### config.mk
export PLATFORM = sky130hd
export DESIGN_NAME = ram_loader
export DESIGN_NICKNAME = d
export VERILOG_FILES = /design/src/rtl/ram_loader_pkg.sv /design/src/rtl/ram_loader_sum.sv /design/src/rtl/ram_loader.sv
export SDC_FILE = /design/constraint.sdc
export NUM_CORES = 1
export LEC_CHECK = 0
export ABC_CLOCK_PERIOD_IN_PS = 3200
export CORE_AREA = 2 2 95 97
export CTS_CLUSTER_DIAMETER = 150
export DETAILED_ROUTE_END_ITERATION = 16
export DIE_AREA = 0 0 97 99
export DONT_BUFFER_PORTS = 1
export HOLD_SLACK_MARGIN = 0.15
export SYNTH_ARGS = -nofsm -noshare
export SYNTH_HDL_FRONTEND = slang
export SYNTH_SLANG_ARGS = --single-unit
### constraint.sdc
create_clock -name clk -period 3.2 [get_ports clk]
set_clock_uncertainty 0.15 [all_clocks]
set_input_delay 0.32 -clock clk [delete_from_list [all_inputs] [get_ports clk]]
set_output_delay 0.32 -clock clk [all_outputs]
set_load 0.01 [all_outputs]
### src/rtl/ram_loader_pkg.sv
// Shared definitions for the RAM loader: default widths and the controller state encoding.
package ram_loader_pkg;

    localparam int ADDR_W_DEF = 4;
    localparam int DATA_W_DEF = 8;

    typedef enum logic [2:0] {
        IDLE,
        WAIT_BYTE,
        SET_ADDR,
        WRITE,
        VFY_ADDR,
        VFY_CHK,
        FINISH
    } state_t;

endpackage

### src/rtl/ram_loader_sum.sv
// Modulo-2^DATA_W byte accumulator with synchronous clear/add and a compare of the
// value it will hold after this cycle against another sum.
module ram_loader_sum
    import ram_loader_pkg::*;
#(
    parameter int DATA_W = DATA_W_DEF
) (
    input  logic              clk,
    input  logic              clr_n,
    input  logic              clr,
    input  logic              add,
    input  logic [DATA_W-1:0] value,
    input  logic [DATA_W-1:0] cmp_val,
    output logic [DATA_W-1:0] sum_nxt,
    output logic              match
);

    logic [DATA_W-1:0] sum;

    always_comb begin
        sum_nxt = sum;
        if (clr) begin
            sum_nxt = '0;
        end else if (add) begin
            sum_nxt = sum + value;
        end
    end

    always_ff @(posedge clk or negedge clr_n) begin
        if (!clr_n) begin
            sum <= '0;
        end else begin
            sum <= sum_nxt;
        end
    end

    // Looking at the next value lets the final verify read be included in the verdict.
    assign match = (sum_nxt == cmp_val);

endmodule

### src/rtl/ram_loader.sv
// Streams source bytes into a RAM through its address/write strobes, then optionally
// reads the block back and compares checksums.
module ram_loader
    import ram_loader_pkg::*;
#(
    parameter int ADDR_W = ADDR_W_DEF,
    parameter int DATA_W = DATA_W_DEF,
    parameter int VERIFY = 1
) (
    input  logic              clk,
    input  logic              clr_n,
    input  logic              start,
    input  logic [ADDR_W-1:0] len,
    input  logic              abort,
    input  logic              in_valid,
    input  logic [DATA_W-1:0] in_data,
    output logic              in_ready,
    output logic [ADDR_W-1:0] mar_bus,
    output logic              mi,
    output logic [DATA_W-1:0] ram_bus,
    output logic              ri,
    input  logic [DATA_W-1:0] ram_value,
    output logic              busy,
    output logic              done,
    output logic              error
);

    state_t            state, state_nxt;
    logic [ADDR_W-1:0] len_q;
    logic [ADDR_W-1:0] addr;
    logic [DATA_W-1:0] data_q;
    logic              start_acc, take, addr_inc, vfy_clr, rb_add, err_chk;
    logic [DATA_W-1:0] wr_nxt, rb_nxt;
    logic              wr_match, rb_match;

    always_comb begin
        state_nxt = state;
        in_ready  = 1'b0;
        mi        = 1'b0;
        ri        = 1'b0;
        busy      = 1'b1;
        done      = 1'b0;
        start_acc = 1'b0;
        take      = 1'b0;
        addr_inc  = 1'b0;
        vfy_clr   = 1'b0;
        rb_add    = 1'b0;
        err_chk   = 1'b0;
        case (state)
            IDLE: begin
                busy = 1'b0;
                if (start) begin
                    start_acc = 1'b1;
                    state_nxt = WAIT_BYTE;
                end
            end
            WAIT_BYTE: begin
                in_ready = 1'b1;
                if (in_valid) begin
                    take      = 1'b1;
                    state_nxt = SET_ADDR;
                end
            end
            SET_ADDR: begin
                mi        = 1'b1;
                state_nxt = WRITE;
            end
            WRITE: begin
                ri = 1'b1;
                if (addr != len_q) begin
                    addr_inc  = 1'b1;
                    state_nxt = WAIT_BYTE;
                end else if (VERIFY != 0) begin
                    vfy_clr   = 1'b1;
                    state_nxt = VFY_ADDR;
                end else begin
                    state_nxt = FINISH;
                end
            end
            VFY_ADDR: begin
                mi        = 1'b1;
                state_nxt = VFY_CHK;
            end
            VFY_CHK: begin
                rb_add = 1'b1;
                if (addr != len_q) begin
                    addr_inc  = 1'b1;
                    state_nxt = VFY_ADDR;
                end else begin
                    err_chk   = 1'b1;
                    state_nxt = FINISH;
                end
            end
            FINISH: begin
                busy      = 1'b0;
                done      = !error;
                state_nxt = IDLE;
            end
            default: begin
                busy      = 1'b0;
                state_nxt = IDLE;
            end
        endcase

        // Abort wins over everything, including a byte offered in the same cycle.
        if (abort && state != IDLE) begin
            state_nxt = IDLE;
            in_ready  = 1'b0;
            mi        = 1'b0;
            ri        = 1'b0;
            done      = 1'b0;
            take      = 1'b0;
            addr_inc  = 1'b0;
            vfy_clr   = 1'b0;
            rb_add    = 1'b0;
            err_chk   = 1'b0;
        end

        mar_bus = mi ? addr : '0;
        ram_bus = ri ? data_q : '0;
    end

    always_ff @(posedge clk or negedge clr_n) begin
        if (!clr_n) begin
            state  <= IDLE;
            len_q  <= '0;
            addr   <= '0;
            data_q <= '0;
            error  <= 1'b0;
        end else begin
            state <= state_nxt;
            if (start_acc) begin
                len_q <= len;
                addr  <= '0;
                error <= 1'b0;
            end
            if (take) begin
                data_q <= in_data;
            end
            if (addr_inc) begin
                addr <= addr + 1'b1;
            end
            if (vfy_clr) begin
                addr <= '0;
            end
            if (err_chk && !(wr_match && rb_match)) begin
                error <= 1'b1;
            end
        end
    end

    ram_loader_sum #(.DATA_W(DATA_W)) u_wr_sum (
        .clk     (clk),
        .clr_n   (clr_n),
        .clr     (start_acc),
        .add     (take),
        .value   (in_data),
        .cmp_val (rb_nxt),
        .sum_nxt (wr_nxt),
        .match   (wr_match)
    );

    ram_loader_sum #(.DATA_W(DATA_W)) u_rb_sum (
        .clk     (clk),
        .clr_n   (clr_n),
        .clr     (start_acc | vfy_clr),
        .add     (rb_add),
        .value   (ram_value),
        .cmp_val (wr_nxt),
        .sum_nxt (rb_nxt),
        .match   (rb_match)
    );

endmodule
Yosys cells after proc, flatten, opt, wreduce, memory -nomap -nowiden
Cells that the tools add are included.

cells by class
  eq/ne operators = 11
  bitwise gates (word level) = 1
  muxes and demuxes = 41
  reduce and logical (&&, ||, !) cells = 13
  $add $sub $neg = 3

operators by type and width
  cell                                                  number
  2-to-1 mux 8 bit                                      5
  2-to-1 mux 1 bit                                      26
  case mux 3 bit (6 select lines)                       1
  adder 8 bit                                           2
  equality test 8 bit                                   2
  2-to-1 mux 4 bit                                      4
  2-to-1 mux 3 bit                                      4
  equality test 3 bit (second input constant)           3
  equality test 3 x 2 -> 1 bit (second input constant)  2
  inequality test 3 bit (second input constant)         2
  nonzero test 3 bit                                    2
  OR reduction 5 bit                                    1
  adder 4 x 1 -> 4 bit (second input constant)          1
  inequality test 4 bit                                 1
  OR reduction 2 bit                                    2
  equality test 3 x 1 -> 1 bit (second input constant)  1
  logical AND 1 bit                                     3
  logical NOT 3 bit                                     1
  logical NOT 1 bit                                     2
  2-to-1 mux 2 bit                                      1
  AND reduction 2 bit                                   1
  nonzero test 2 bit                                    1
  bitwise OR 1 bit                                      1

storage, ports and cells
  word-level logic and storage cells = 76
  output and inout port bits = 18
  register bits after elaboration = 36
  input port bits = 25

Logic depth before layout (Yosys ltp)
  word-level depth = 11
  gate-level depth with buffers = 11

Hierarchy
From an unflattened synthesis, not the netlist that was laid out.

unflattened totals
  cell total of the unflattened synthesis = 349
  area total of the unflattened synthesis = 3051.7 um2

modules (own cells, without submodules)
  module          area each (um2)  seq. area each (um2)  cells each  instances
  ram_loader_sum  969.7            200.2                 120         2
  ram_loader      1112.3           500.5                 109         1

Least setup slack after synthesis
Ideal clock, no wire load.

  kind = flip-flop to flip-flop
  from = register u_wr_sum.sum[0]
  to = register error
  setup slack = 0.642 ns
  period minus slack after synthesis = 2.558 ns
  arrival time = 2.279 ns
  buffers on the path = 0
  library setup time = 0.129 ns
  cell stages (with the launch flop) = 12
  cells stage by stage = dfrtp_1 > ha_1 > inv_1 > fa_1 > nand2b_1 > a21oi_1 > o21ai_0 > or4_1 > nand3_2 > xor2_1 > o41ai_2 > nand2_1

between the ends
  cells in the longest elaborated chain, start to end = 8

ends and longest elaborated chain
  element                                                        RTL line              RTL
  start, declared                                                ram_loader_sum.sv:18  logic [DATA_W-1:0] sum;
  start signal, assigned                                         ram_loader_sum.sv:33  sum <= sum_nxt;
  adder 8 bit *                                                  ram_loader_sum.sv:25  sum_nxt = sum + value;
  2-to-1 mux 8 bit *                                             ram_loader_sum.sv:24  end else if (add) begin
  2-to-1 mux 8 bit *                                             ram_loader_sum.sv:22  if (clr) begin
  named net u_rb_sum.cmp_val[6]                                  ram_loader_sum.sv:13  input logic [DATA_W-1:0] cmp_val,
  equality test 8 bit                                            ram_loader_sum.sv:38  assign match = (sum_nxt == cmp_val);
  logical AND 1 bit *                                            ram_loader.sv:146     if (err_chk && !(wr_match && rb_match)) begin
  logical NOT 1 bit *                                            ram_loader.sv:146
  logical AND 1 bit *                                            ram_loader.sv:146
  2-to-1 mux 1 bit / nonzero test 2 bit (equally long branches)  n/a
  end signal, assigned                                           ram_loader.sv:129     error <= 1'b0;
  end signal, assigned                                           ram_loader.sv:135     error <= 1'b0;
  end signal, assigned                                           ram_loader.sv:147     error <= 1'b1;
  end, declared                                                  ram_loader.sv:25      output logic error

Mark *: on every way through the listed nets, which the timed path passes. The rest lies on a longest branch.
A chain may end at the register's enable or synchronous reset.

Worst setup path in the final report
  from = input port in_data[1]
  to = register error

between the ends
  cells in the longest elaborated chain, start to end = 8

ends and longest elaborated chain
  element                                                        RTL line              RTL
  start, declared                                                ram_loader.sv:16      input logic [DATA_W-1:0] in_data,
  adder 8 bit *                                                  ram_loader_sum.sv:25
  2-to-1 mux 8 bit *                                             ram_loader_sum.sv:24
  2-to-1 mux 8 bit *                                             ram_loader_sum.sv:22
  named net u_rb_sum.cmp_val[6]                                  ram_loader_sum.sv:13
  equality test 8 bit                                            ram_loader_sum.sv:38
  logical AND 1 bit *                                            ram_loader.sv:146
  logical NOT 1 bit *                                            ram_loader.sv:146
  logical AND 1 bit *                                            ram_loader.sv:146
  2-to-1 mux 1 bit / nonzero test 2 bit (equally long branches)  n/a

Marks and branches as above.

==> flow_metrics.tcl <==
set metrics [dict create \
    status "finished clean" \
    holdCritPathClass "primary input to flip-flop" \
    ys_seq_area_share_pct 35.1 \
    cts_tree "built" \
    grtUsageTotal_pct 13.3 \
    areaGrowthSynthToFinish_pct 15.2 \
    clock_latency_ps 290 \
    max_freq_mhz 347 \
    period_minus_slack_ps 2880 \
    cpPeakStageDelay_ps 530 \
    arrival_ps 2910 \
    maxSlewHeadroom_pct 55.4 \
    power.density_nw_per_um2 617 \
    layout_setup_ws_ps 321 \
    required_ps 3230 \
    pin_count 43 \
    synth_nets 332 \
    rsz0062_at_grt "no" \
    drv_slew 0 \
    critical_path_class "primary input to flip-flop" \
    die_y_um 99 \
    avgSynthCellArea_sq_um 8.86 \
    io_buffers 0 \
    cellInternalPower_uw 1110 \
    cts_max_level 2 \
    cts_buffer_depth 2 \
    num_antenna_cells 0 \
    die_w_um 97 \
    final_common_cell "nand2_1" \
    fp.coreArea_sq_um 8550 \
    switching_share_pct 39.4 \
    finalHoldViolations 0 \
    hold_slack_ps 168 \
    routed_wl_um 6010 \
    rrSetupSlack_ps 400 \
    cts.reportedPaths.clkPinSlew_ps 80 \
    ys_warn_count 0 \
    setup_tns_ps 0 \
    ys_types 59 \
    crit_slowest_cell "dlygate4sd3_1" \
    setup_viol 0 \
    cts_buffers 5 \
    place_ws_ps 422 \
    drc 0 \
    endpoint_kind "flip-flop" \
    postRouteAntennaNets 0 \
    hpwl_um 4390 \
    grt_pass1_wl_um 10200 \
    die_area_sq_um 9600 \
    wl_per_cell_um 14.3 \
    post-route-util_pct 34.6 \
    gp_congestion 0.861 \
    clockPowerShare_pct 19.1 \
    seq_power_share_pct 36.5 \
    final_nets 352 \
    leakagePower_uw 0.00137 \
    viasPerCell 4.90 \
    peakVddDrop_v 0.000213 \
    crit_path_start_kind "primary input" \
    tightest_slew_ps 669 \
    grt_remaining_overflow 0 \
    initialDrtViolationCount 110 \
    synth_edf_count 0 \
    grt_pass1_vias 2174 \
    clock-sinks 36 \
    vias 2052 \
    cts_root_buf "clkbuf_8" \
    ys_ff_latch 36 \
    dominantRegCellSynth "dfrtp_1" \
    drive_above_1_share_pct 10.9 \
    rows 34 \
    cp_cell_sequence "dlygate4sd3_1 -> inv_1 -> fa_1 -> nand2b_1 -> a21oi_1 -> o21ai_0 -> or4_1 -> nand3_2 -> xor2_1 -> o41ai_2 -> nand2_1" \
    async_flop_share_pct 100 \
    power_uw 1830 \
    drv_cap 0 \
    final_cell_mix "45 x nand2_1, 36 x dfrtp_1, 31 x nor2_1, 18 x a21oi_1" \
    fin_crit_sh_pct 90.0 \
    p_sw_uw 719 \
    power.share.combinational_pct 44.3 \
    grt_antenna_before_repair 0 \
    grt_max_degree 37 \
    syn_area_sq_um 2570 \
    start_util_pct 30.0 \
    syn_inst 290 \
    path_max_fanout 2 \
    first_pass_iters 4 \
]
## cell type report
class	count	area, sq um
flip-flops and latches	36	901
multi-input cells	230	1550
clock buffers	7	86.3
repair buffers	24	228
inverters	13	48.8
fillers	875	5590
well taps	108	135
clock inverters	1	7.51
## logic make-up (layout without fill, tap and decap cells)
| logic type | after synthesis | after routing | synth area share (%) |
|---|---|---|---|
| compound gates | 56 | 56 | 16.0 |
| buf+inv | 24 | 45 | 4.48 |
| simple gates | 136 | 136 | 27.9 |
| flops | 36 | 36 | 35.1 |
| fa+ha+maj | 17 | 17 | 8.87 |
| mux | 7 | 7 | 2.92 |
| xor+xnor | 14 | 14 | 4.77 |
## routing by layer
| metal | wire length, um | GRT usage (%) | up-vias | share of wire, % |
|---|---|---|---|---|
| li1 | - | - | 1052 | - |
| met1 | 2740 | 15.8 | 949 | 46 |
| met2 | 2840 | 22.9 | 42 | 47 |
| met3 | 344 | 4.68 | 9 | 5.7 |
| met4 | 82 | 3.68 | 0 | 1.4 |
| met5 | 0 | 0 | - | 0 |
## metrics by stage
stage / std cells / cell area, sq um
6_report: 419 / 2960
5_1_grt: 419 / 2960
4_1_cts: 419 / 2960
3_5_place_dp: 396 / 2710
3_3_place_gp: 396 / 2710
2_1_floorplan: 290 / 2570
## synthesized netlist by cell type (2+ instances only)
master | count | area [sq um]
nor4b_1 | 4 | 35.0
or3_1 | 4 | 25.0
buf_4 | 3 | 22.5
clkbuf_1 | 2 | 7.51
xor2_1 | 6 | 52.6
or4_1 | 2 | 15.0
o21a_1 | 3 | 22.5
a21oi_1 | 18 | 90.1
nor3b_1 | 3 | 22.5
nand3_1 | 7 | 35.0
mux2i_1 | 6 | 60.1
a211oi_1 | 3 | 22.5
nand2b_1 | 3 | 18.8
inv_1 | 12 | 45.0
nand2_1 | 45 | 169
ha_1 | 15 | 188
xnor2_1 | 8 | 70.1
fa_1 | 2 | 40.0
nor2_1 | 31 | 116
nand4_1 | 3 | 18.8
a211oi_2 | 2 | 25.0
and2_1 | 15 | 93.8
nor3_1 | 7 | 35.0
o31ai_1 | 4 | 30.0
buf_2 | 5 | 25.0
nand2b_4 | 2 | 27.5
dfrtp_1 | 36 | 901
and3_1 | 2 | 12.5
o21ai_0 | 6 | 30.0
a21o_1 | 2 | 15.0
## worst paths after layout
check                                             to                       from  cells after the start
hold / removal                  state[2]$_DFFE_PN0P_                      abort                      2
setup reg to reg                   error$_DFFE_PN0P_  u_wr_sum.sum[0]$_DFF_PN0_                     11
max in group asynchronous  u_wr_sum.sum[7]$_DFF_PN0_                      clr_n                      2
hold reg to reg                data_q[3]$_DFFE_PN0N_      data_q[3]$_DFFE_PN0N_                      2
setup / recovery                   error$_DFFE_PN0P_                 in_data[1]                     11
min in group asynchronous      data_q[4]$_DFFE_PN0N_                      clr_n                      2
## critical path, delay by kind of cell
kind	cells	cell delay, ps
buffers and inverters	2	600
AOI/OAI and AO/OA	3	650
xor gates and xnor gates	1	80
and+or+nand+nor	4	800
adders and majority gates	1	450
## sequential cells by signal, indices dropped and copies added (netlist names)
| register | cells |
|---|---|
| u_wr_sum.sum | 8 |
| u_rb_sum.sum | 8 |
| len_q | 4 |
| error | 1 |
| addr | 4 |
| data_q | 8 |
| state | 3 |
## power by group through the flow
stage | registers [uW] | clock network [uW] | logic [uW]
CTS | 665 | 365 | 817
floorplan | 660 | 0 | 634
finish | 667 | 349 | 809
global placement | 672 | 0 | 771
global route | 686 | 387 | 917
detailed placement | 674 | 0 | 783
## timing repair
action,CTS,global route
setup buffers,0,0
gates resized for setup,0,0
endpoints found under the hold margin,49,0
hold buffers,15,0
Power figures use the tool's default switching activity.
